### config.mk
export PLATFORM = sky130hd
export DESIGN_NAME = framebuffer_writer_flat
export DESIGN_NICKNAME = d
export VERILOG_FILES = /design/src/rtl/framebuffer_writer_if.sv /design/src/rtl/framebuffer_writer.sv /design/src/flat_wrapper.sv
export SDC_FILE = /design/constraint.sdc
export NUM_CORES = 1
export LEC_CHECK = 0
export ABC_AREA = 1
export BUFFER_PORTS_ARGS = -buffer_cell sky130_fd_sc_hd__buf_2
export CAP_MARGIN = 20
export CORE_UTILIZATION = 34
export DETAILED_ROUTE_END_ITERATION = 7
export GPL_ROUTABILITY_DRIVEN = 1
export GPL_TIMING_DRIVEN = 0
export PLACE_DENSITY = 0.58
export SYNTH_ARGS = -nofsm -noshare
export SYNTH_HDL_FRONTEND = slang
export SYNTH_SLANG_ARGS = --single-unit
### constraint.sdc
create_clock -name clk -period 12.64 [get_ports clk]
set_clock_uncertainty 0.05 [all_clocks]
set_input_delay 1.896 -clock clk [delete_from_list [all_inputs] [get_ports clk]]
set_output_delay 1.896 -clock clk [all_outputs]
set_load 0.02 [all_outputs]
### src/rtl/framebuffer_writer_if.sv
// framebuffer_writer_if: memory burst port and debug register bus used by framebuffer_writer
//   burst_bus_if  : clk, addr[20:0], cmd, cmd_en, wr_data[63:0], data_mask[7:0], rd_data[63:0], rd_valid
//   debug_bus_if  : clk, addr[15:0], wdata[7:0], we
interface burst_bus_if (input logic clk);
  logic [20:0] addr;
  logic        cmd;
  logic        cmd_en;
  logic [63:0] wr_data;
  logic [7:0]  data_mask;
  logic [63:0] rd_data;
  logic        rd_valid;
  modport master (input clk, output addr, cmd, cmd_en, wr_data, data_mask, input rd_data, rd_valid);
  modport slave (input clk, addr, cmd, cmd_en, wr_data, data_mask, output rd_data, rd_valid);
endinterface

interface debug_bus_if (input logic clk);
  logic [15:0] addr;
  logic [7:0]  wdata;
  logic        we;
  modport master (input clk, output addr, wdata, we);
  modport slave (input clk, addr, wdata, we);
endinterface

### src/rtl/framebuffer_writer.sv
// framebuffer_writer: packs 32-bit pixels two per 64-bit word and writes them to PSRAM in 4-word bursts
//   clk, rst_n (async, active low) ; bus: burst_bus_if.master write port ; dbus: debug_bus_if.slave, page 0x04
//   in_valid/in_ready/in_data/in_sof/in_sol/in_field : pixel stream ; busy : words buffered or burst in flight
//   Optional macro FRAMEBUFFER_WRITER_INTERLACE_EN: field-aware line addressing (odd field offset, 2*stride per line)
module framebuffer_writer #(
  parameter int CMD_GAP    = 12,
  parameter int FIFO_WORDS = 16
) (
  input  logic        clk,
  input  logic        rst_n,
  burst_bus_if.master bus,
  debug_bus_if.slave  dbus,
  input  logic        in_valid,
  output logic        in_ready,
  input  logic [31:0] in_data,
  input  logic        in_sof,
  input  logic        in_sol,
  input  logic        in_field,
  output logic        busy
);
  localparam int AW = $clog2(FIFO_WORDS);
  localparam int GW = $clog2(CMD_GAP + 1);
  localparam int EW = 86;
  typedef enum logic [1:0] {IDLE, CMD, DATA} state_t;
  state_t state_q, state_d;
  logic [9:0]  width_s_q, width_q, pix_x_q;
  logic [20:0] start_s_q, line_addr_q, addr_q;
  logic [15:0] stride_s_q, stride_q;
  logic [31:0] hi_q;
  logic        line_open_q, flush_q;
  logic [EW-1:0] mem_q [FIFO_WORDS];
  logic [AW-1:0] wp_q, rp_q;
  logic [AW:0]   cnt_q, avail;
  logic [2:0]    len_q;
  logic [1:0]    beat_q;
  logic [GW-1:0] gap_q;
  logic        start, full, acc, keep, ends, close_early, push, pop, launch, full_go, flush_clr, vb;
  logic [9:0]  w_eff, idx, nx;
  logic [8:0]  wi;
  logic [20:0] sof_la, new_la, la_eff, paddr;
  logic [31:0] px, push_hi, push_lo;
  logic        lowinv;
  logic [EW-1:0] head;
  logic        unused;
  assign unused = ^{in_field, in_data[31:24], bus.clk, bus.rd_data, bus.rd_valid, dbus.clk};
  assign px = {8'd0, in_data[23:0]};
  assign start = in_sof | in_sol;
  assign full = cnt_q == (AW+1)'(FIFO_WORDS);
  // a line start may not enter until the previous line is closed and flushed
  assign in_ready = rst_n && !full && !(in_valid && start && (flush_q || line_open_q));
  assign acc = in_valid && in_ready;
  assign close_early = in_valid && start && line_open_q && !full;
`ifdef FRAMEBUFFER_WRITER_INTERLACE_EN
  assign sof_la = start_s_q + (in_field ? {5'd0, stride_s_q} : 21'd0);
  assign new_la = in_sof ? sof_la : line_addr_q + {4'd0, stride_q, 1'b0};
`else
  assign sof_la = start_s_q;
  assign new_la = in_sof ? sof_la : line_addr_q + {5'd0, stride_q};
`endif
  // the sof beat already runs with the freshly committed shadow width
  assign w_eff = in_sof ? width_s_q : width_q;
  assign la_eff = start ? new_la : line_addr_q;
  assign idx = start ? 10'd0 : pix_x_q;
  assign nx = idx + 10'd1;
  assign keep = acc && (start ? w_eff != 10'd0 : line_open_q);
  assign ends = keep && nx == w_eff;
  assign push = (keep && (idx[0] || ends)) || (close_early && pix_x_q[0]);
  assign push_hi = (keep && !idx[0]) ? px : hi_q;
  assign push_lo = (keep && idx[0]) ? px : 32'd0;
  assign lowinv = !(keep && idx[0]);
  assign wi = keep ? idx[9:1] : pix_x_q[9:1];
  assign paddr = (keep ? la_eff : line_addr_q) + {10'd0, wi, 2'b00};
  assign head = mem_q[rp_q];
  // count the word pushed this beat so cmd_en can follow the completing beat directly
  assign avail = cnt_q + {{AW{1'b0}}, push};
  assign full_go = avail >= (AW+1)'(4);
  assign launch = state_q == IDLE && gap_q == '0 && (full_go || (flush_q && cnt_q != '0));
  assign flush_clr = state_q == IDLE && flush_q && cnt_q == '0;
  assign vb = {1'b0, beat_q} < len_q;
  assign pop = state_q != IDLE && vb;
  assign busy = cnt_q != '0 || state_q != IDLE;
  assign bus.addr = addr_q;
  always_ff @(posedge clk or negedge rst_n)
    if (!rst_n) begin
      width_s_q  <= 10'd256;
      start_s_q  <= '0;
      stride_s_q <= 16'd1024;
    end else if (dbus.we && dbus.addr[15:8] == 8'h04)
      case (dbus.addr[7:0])
        8'd0:    width_s_q[7:0]    <= dbus.wdata;
        8'd1:    width_s_q[9:8]    <= dbus.wdata[1:0];
        8'd7:    start_s_q[7:0]    <= dbus.wdata;
        8'd8:    start_s_q[15:8]   <= dbus.wdata;
        8'd9:    start_s_q[20:16]  <= dbus.wdata[4:0];
        8'd16:   stride_s_q[7:0]   <= dbus.wdata;
        8'd17:   stride_s_q[15:8]  <= dbus.wdata;
        default: ;
      endcase
  always_ff @(posedge clk or negedge rst_n)
    if (!rst_n) begin
      width_q     <= 10'd256;
      stride_q    <= 16'd1024;
      line_addr_q <= '0;
      pix_x_q     <= '0;
      hi_q        <= '0;
      line_open_q <= 1'b0;
      flush_q     <= 1'b0;
    end else begin
      if (acc && start) begin
        line_addr_q <= new_la;
        if (in_sof) begin
          width_q  <= width_s_q;
          stride_q <= stride_s_q;
        end
      end
      if (keep) begin
        pix_x_q <= nx;
        if (!idx[0]) hi_q <= px;
      end
      if (close_early || ends) begin
        line_open_q <= 1'b0;
        flush_q     <= 1'b1;
      end else begin
        if (keep && start) line_open_q <= 1'b1;
        if (flush_clr) flush_q <= 1'b0;
      end
    end
  always_ff @(posedge clk)
    if (push) mem_q[wp_q] <= {paddr, push_hi, push_lo, lowinv};
  always_ff @(posedge clk or negedge rst_n)
    if (!rst_n) begin
      wp_q   <= '0;
      rp_q   <= '0;
      cnt_q  <= '0;
      gap_q  <= '0;
      len_q  <= '0;
      beat_q <= '0;
      addr_q <= '0;
    end else begin
      wp_q   <= wp_q + AW'(push);
      rp_q   <= rp_q + AW'(pop);
      cnt_q  <= cnt_q + (AW+1)'(push) - (AW+1)'(pop);
      gap_q  <= launch ? GW'(CMD_GAP - 1) : gap_q - GW'(gap_q != '0);
      len_q  <= launch ? (full_go ? 3'd4 : cnt_q[2:0]) : len_q;
      beat_q <= launch ? 2'd0 : state_q != IDLE ? beat_q + 2'd1 : beat_q;
      addr_q <= launch ? head[85:65] : addr_q;
    end
  always_ff @(posedge clk or negedge rst_n)
    if (!rst_n) state_q <= IDLE;
    else state_q <= state_d;
  always_comb begin
    state_d = state_q;
    case (state_q)
      IDLE:    state_d = launch ? CMD : IDLE;
      CMD:     state_d = DATA;
      DATA:    state_d = beat_q == 2'd3 ? IDLE : DATA;
      default: state_d = IDLE;
    endcase
  end
  always_comb begin
    bus.cmd_en    = state_q == CMD;
    bus.cmd       = state_q == CMD;
    bus.wr_data   = (state_q != IDLE && vb) ? head[64:1] : 64'd0;
    bus.data_mask = state_q == IDLE ? 8'h00 : !vb ? 8'hFF : head[0] ? 8'h0F : 8'h00;
  end
endmodule

### src/flat_wrapper.sv
// flat-port wrapper written by rule: the top's interface ports become plain ports
module framebuffer_writer_flat 
#(
  parameter int CMD_GAP    = 12,
  parameter int FIFO_WORDS = 16
)
  (clk, rst_n, in_valid, in_ready, in_data, in_sof, in_sol, in_field, busy, bus_addr, bus_cmd, bus_cmd_en, bus_wr_data, bus_data_mask, bus_rd_data, bus_rd_valid, dbus_addr, dbus_wdata, dbus_we);
  burst_bus_if bus_i (.clk(clk));
  debug_bus_if dbus_i (.clk(clk));
  input  logic clk;
  input  logic rst_n;
  input  logic in_valid;
  output logic in_ready;
  input  logic [31:0] in_data;
  input  logic in_sof;
  input  logic in_sol;
  input  logic in_field;
  output logic busy;
  output wire logic [$bits(bus_i.addr)-1:0] bus_addr;
  output wire logic [$bits(bus_i.cmd)-1:0] bus_cmd;
  output wire logic [$bits(bus_i.cmd_en)-1:0] bus_cmd_en;
  output wire logic [$bits(bus_i.wr_data)-1:0] bus_wr_data;
  output wire logic [$bits(bus_i.data_mask)-1:0] bus_data_mask;
  input wire logic [$bits(bus_i.rd_data)-1:0] bus_rd_data;
  input wire logic [$bits(bus_i.rd_valid)-1:0] bus_rd_valid;
  input wire logic [$bits(dbus_i.addr)-1:0] dbus_addr;
  input wire logic [$bits(dbus_i.wdata)-1:0] dbus_wdata;
  input wire logic [$bits(dbus_i.we)-1:0] dbus_we;
  assign bus_addr = bus_i.addr;
  assign bus_cmd = bus_i.cmd;
  assign bus_cmd_en = bus_i.cmd_en;
  assign bus_wr_data = bus_i.wr_data;
  assign bus_data_mask = bus_i.data_mask;
  assign bus_i.rd_data = bus_rd_data;
  assign bus_i.rd_valid = bus_rd_valid;
  assign dbus_i.addr = dbus_addr;
  assign dbus_i.wdata = dbus_wdata;
  assign dbus_i.we = dbus_we;
  framebuffer_writer #(.CMD_GAP(CMD_GAP), .FIFO_WORDS(FIFO_WORDS)) u_core (.clk(clk), .rst_n(rst_n), .bus(bus_i), .dbus(dbus_i), .in_valid(in_valid), .in_ready(in_ready), .in_data(in_data), .in_sof(in_sof), .in_sol(in_sol), .in_field(in_field), .busy(busy));
endmodule
Word level (Yosys, flattened, before mapping)
Memories as Yosys holds them, arrays and structs flattened. Cells that the tools add are included.

Input bits: 128. Memories kept: 1. Bits in writable memories: 1120. Latch bits: 0. Register bits after elaboration: 175. Memory bits (read-only): 0. Output and inout bits: 97. Logic and storage cells: 126.

Memory list: u_core.mem_q (depth 16, bits a word 70, read ports 1, clocked after memory_dff 0, wr ports 1, RTL line framebuffer_writer.sv:31) `logic [EW-1:0] mem_q [FIFO_WORDS];`.

$lt $le $gt $ge: 2. Multiply operators: 0. Equality and inequality tests: 12. Shift-type cells: 0. Divide/modulo/power cells: 0. Add/sub/neg operators: 9. Mux-type cells: 26. Bitwise logic cells: 2. Reductions and logical operators: 52.

Operators by type and width (count): $mux 64 (1); $mux 21 (3); $mux 24 (2); $logic_and 1x1->1 (22); $add 21x11->21 (1); $add 21x16->21 (1); $mux 10 (2); $reduce_and 2->1 (9); $eq 8x3->1 const B (2); $eq 8x4->1 const B (2); $eq 8x5->1 const B (2); $mux 8 (2); $add 10x1->10 const B (1); $eq 10x10->1 (1); $reduce_bool 10->1 (1); $mux 9 (1); $add 4x1->4 (2); $eq 8x1->1 const B (1); $logic_not 8->1 (1); $mux 1 (8); $mux 4 (2); $reduce_bool 2->1 (4); $logic_or 1x1->1 (6); $mux 2 (3); 19 further kinds (23).

Logic depth before layout (Yosys ltp)
Depth after elaboration: 17. Gate-level depth with buffers: 27.

Worst setup path before layout
Ideal clock, no wire load.

Kind: input to register. Start point: input in_sof. End point: memory u_core.mem_q[13][0] in the netlist's numbering (enable). Arrival time: 6.521 ns. Buffers on the path: 1. Path slack: 5.570 ns. Stages: 16. Cell sequence: buf_6 nor2_8 nand2_4 inv_1 ha_1 nand4_1 nor2_2 nand3_1 nand2_1 o21ai_1 xor2_1 nor2_1 nand2_2 nand3_4 nand2_1 nor2_1.

Word-level cells in the longest chain between the ends: 13. Elaborated cells on any way between the ends: 22.

Ends and longest elaborated chain: start: declaration (RTL line flat_wrapper.sv:15) `input logic in_sof;`; branches (longest 10 deep; another with $add 10x1->10); $logic_or 1x1->1 (*) (RTL line framebuffer_writer.sv:67) `assign push = (keep && (idx[0] || ends)) || (close_early && pix_x_q[0]);`; $mux 1 (*) (RTL line framebuffer_writer.sv:129) `if (push) mem_q[wp_q] <= {paddr, push_hi, push_lo, lowinv};`; $mux 1 (not written as such) (*) (RTL line framebuffer_writer.sv:129); end: declaration (RTL line framebuffer_writer.sv:31).

Every way passes the cells marked *.

Final worst setup path
Start point: register u_core.rp_q[0]. End point: output bus_wr_data[0].

Word-level cells in the longest chain between the ends: 2.

Ends and longest elaborated chain: start: declaration (RTL line framebuffer_writer.sv:32) `logic [AW-1:0] wp_q, rp_q;`; start signal: assignment (RTL line framebuffer_writer.sv:141) `rp_q <= rp_q + AW'(pop);`; $mem_v2 16x70; $mux 64 (RTL line framebuffer_writer.sv:163) `bus.wr_data = (state_q != IDLE && vb) ? head[64:1] : 64'd0;`; end: declaration (RTL line flat_wrapper.sv:22) `output wire logic [$bits(bus_i.wr_data)-1:0] bus_wr_data;`.

Every way passes these cells.

==> impl_metrics.yaml <==
power:
  seqPwrFrac: 0.367
  p_sw_frac: 0.391
  pwr-share-clk: 0.275
  ir_drop_mv: 0.174
  p_sw_uw: 5660
  p_total_uw: 14500
  power.density_mw_per_mm2: 234
  power.leakage_uw: 0.0223
  p_int_uw: 8830
  pwr-share-comb: 0.359
global_route:
  grt_pass1_vias: 35574
  grt_max_degree: 96
  antenna_found_initial: 6
  grt-ovfl-total: 0
  track_usage: 0.204
  grt_pass1_wl_mm: 237
yosys:
  synth_warnings: 0
  synth-seq-cells: 1295
  syn-mean-instance-area_um2: 12.4
  async_flop_share: 0.135
  synth-edff-count: 1120
  ys.flop_type: "edfxtp_1"
  ys_seq_area_frac: 0.713
  postSynthCellCount: 4309
  synth_cell_types: 62
  netlist_area_mm2: 0.0533
detailed_routing:
  postRouteAntennaNets: 0
  drcViolationCount: 0
  drt_iter0_drc: 3938
  via_per_inst: 5.38
  firstDrtPassIters: 6
  vias: 36759
  post_drt_wl_per_cell_um: 24.1
  wl_mm: 164
setup_path:
  slowest_delay_ns: 0.88
  cp_slowest_cell: "clkbuf_1"
  arrival_ns: 5.18
  cp_max_fo: 10
  cpMostUsedCell: "buf_2"
  end_kind: "output port"
  worstSetupPathType: "reg2out"
  cp-start-kind: "register"
  worstSetupStartpoint: "u_core.rp_q[0]"
  critPathRequiredTime_ns: 10.69
  rr_startpoint: "u_core.width_q[0]"
  cp_cell_sequence: "buf_2, buf_2, clkbuf_1, clkbuf_1, nand2_1, a22oi_1, a211oi_1, nor4_1, buf_2"
cts:
  htree_levels: 4
  cts.sinks: 1295
  clk_pin_slew_ns: 0.06
  ctsResizeCount: 0
  clk_latency_ns: 0.76
  cts_buffers: 136
  cts_setup_buffers: 0
  postCtsHoldBufs: 0
  clockBufferDepth: 3
  cts_tree: "done"
  cts_root_buffer: "clkbuf_16"
finish:
  seqCellArea_mm2: 0.0380
  multi_input_area_mm2: 0.0135
  nets: 4835
  nFillCells: 14706
  fin_util: 0.397
  num_antenna_cells: 0
  syn_to_final_growth_pct: 16.2
  drive_above_1_share: 0.112
die:
  die_area_mm2: 0.159
  rows: 145
  ios: 225
  core_mm2: 0.156
  floorplan.initialDensity: 0.342
  die_y_um: 398
  chipWidth_um: 398
run_status:
  status: "finished, final reports clean"
sta:
  max_freq_mhz: 140
  holdWs_ns: 0.428
  fin_ws_ns: 5.51
  period_share: 0.564
  slew_violations: 0
  fin_crit_ns: 7.13
  rsz0062_at_grt: "no"
  tightest_slew_ns: 1.19
  final_hold_viol_count: 0
  slew_headroom: 0.202
  setup_viol: 0
  final.setup.tns_ns: 0
place:
  portBuffers: 133
  dp_hpwl_mm: 111
  gp_congestion: 0.855
  place_ws_ns: 5.32
worst_hold_path:
  worstHoldStart: "u_core.sof_la[17]"
  hp-class: "reg2reg"
flow_run:
  maxCapViolCount: 0
## routing by layer
metal	up-vias	global-route usage	wire (um)
li1	16533	-	-
met1	18261	0.267	66700
met2	1645	0.332	78000
met3	316	0.0412	14300
met4	4	0.0785	5420
met5	-	0	16
## per-stage QoR
stage               cells  cell area, um2
floorplan            4324           53400
finish               6833           62000
CTS                  6820           61900
global route         6833           62000
detailed placement   6574           57500
global placement     6515           56600
## flip-flops by register name (all words and copies together), names as in the netlist
| signal | count |
|---|---|
| u_core.stride_s_q | 16 |
| u_core.hi_q | 24 |
| u_core.cnt_q | 5 |
| u_core.sof_la | 21 |
| u_core.mem_q | 1120 |
| u_core.rp_q | 4 |
| u_core.wp_q | 4 |
| u_core.stride_q | 16 |
| u_core.pix_x_q | 10 |
| u_core.bus.addr | 21 |
| u_core.flush_q | 1 |
| u_core.width_s_q | 10 |
| u_core.state_q | 2 |
| u_core.len_q | 3 |
| u_core.line_addr_q | 21 |
| u_core.width_q | 10 |
| u_core.beat_q | 2 |
| u_core.gap_q | 4 |
| u_core.line_open_q | 1 |
## power by group through the flow
stage	registers [uW]	clock network (uW)	logic [uW]
4_1_cts	5310	4020	5120
6_report	5310	3980	5200
2_1_floorplan	5400	0	2860
3_5_place_dp	5400	0	5110
3_3_place_gp	5420	0	4940
5_1_grt	5330	4180	5570
## worst paths after layout
check                                      end  slack [ns]  cells after the start
max reg2reg                u_core.mem_q[6][69]        7.53                     24
min                          u_core.sof_la[17]        0.43                      2
min reg2reg                  u_core.sof_la[17]        0.43                      2
min in group asynchronous  u_core.width_s_q[3]        1.13                      1
max in group asynchronous       u_core.hi_q[6]       10.36                      2
max                             bus_wr_data[0]        5.51                      9
## cell usage in the layout, fill, tap and decap left out, types with 10 or more instances in the layout
cell type  Yosys  layout
xor2_1        29      29
a21oi_1      423     423
o211ai_1      28      28
buf_2         35     175
mux2_2        15      15
buf_4         25      55
ha_1          38      38
o21ai_2        9      11
edfxtp_1    1120    1120
a211oi_1      23      23
o221ai_1      63      63
nor4_1        28      28
buf_1         16      19
o21ai_1       18      33
clkinv_1       1      24
nand2_1      758     758
o22ai_1       31      31
inv_1        163     148
clkbuf_16      0     142
clkbuf_1     222     264
nor2_1       311     309
a221oi_1      47      47
buf_16         0      17
nand3_1       93      93
a32o_1        47      47
o21ai_0      353     336
clkinv_2       0      11
bufinv_16      0      10
a22oi_1       94      94
dfrtp_1      171     171
buf_6          4      11
inv_4          2      18
conb_1         1      16
a31oi_1       23      23
xnor2_1       13      13
a2111oi_0     24      22
## synthesized netlist by cell type, types with 5 or more instances
cell | count | area share
a221oi_1 | 47 | 0.0077
a211oi_1 | 23 | 0.0032
or2_2 | 9 | 0.0011
nand2_1 | 758 | 0.053
buf_4 | 25 | 0.0035
nand2_2 | 5 | 0.00059
inv_1 | 163 | 0.011
o21ai_1 | 18 | 0.0017
a22oi_1 | 94 | 0.013
xnor2_1 | 13 | 0.0021
buf_1 | 16 | 0.0011
o221ai_1 | 63 | 0.010
edfxtp_1 | 1120 | 0.63
mux2_2 | 15 | 0.0032
o21ai_0 | 353 | 0.033
ha_1 | 38 | 0.0089
nor3_1 | 9 | 0.00084
a31oi_1 | 23 | 0.0027
a32o_1 | 47 | 0.0088
mux2i_1 | 5 | 0.00094
o21ai_2 | 9 | 0.0015
o211ai_1 | 28 | 0.0039
a2111oi_0 | 24 | 0.0039
o22ai_1 | 31 | 0.0036
nand3_1 | 93 | 0.0087
inv_2 | 7 | 0.00049
buf_2 | 35 | 0.0033
a21oi_1 | 423 | 0.040
dfrtp_1 | 171 | 0.080
clkbuf_1 | 222 | 0.016
nor4_1 | 28 | 0.0033
nor2_1 | 311 | 0.022
nor2_2 | 5 | 0.00059
xor2_1 | 29 | 0.0048
nand4_1 | 6 | 0.00070
## critical path: cells and delay by family, from the launching register on
kind / cells / cell delay, ns
and+or+nand+nor: 2 / 0.90
buffers and inverters: 5 / 2.76
AOI/OAI and AO/OA: 2 / 0.34
DFF: 1 / 0.41
## kinds of logic after synthesis
logic type | count (synthesis) | share of synthesized area
buffers and inverters | 475 | 0.0367
XOR/XNOR | 43 | 0.00732
AND/OR/NAND/NOR | 1247 | 0.0953
multiplexers | 20 | 0.00410
other | 1 | 0.0000703
flip-flops | 1295 | 0.713
AO/OA/AOI/OAI | 1188 | 0.134
adder cells (fa/ha/maj) | 40 | 0.00966
## final cells by class
cell class,instances,area share
Clock inverter,56,0.00928
Sequential cell,1295,0.613
Inverter,173,0.0112
Multi-Input combinational cell,2554,0.217
Timing Repair Buffer,205,0.0257
Clock buffer,190,0.0612
Buffer,302,0.0210
Tap cell,2058,0.0415
Power figures use the tool's default switching activity.
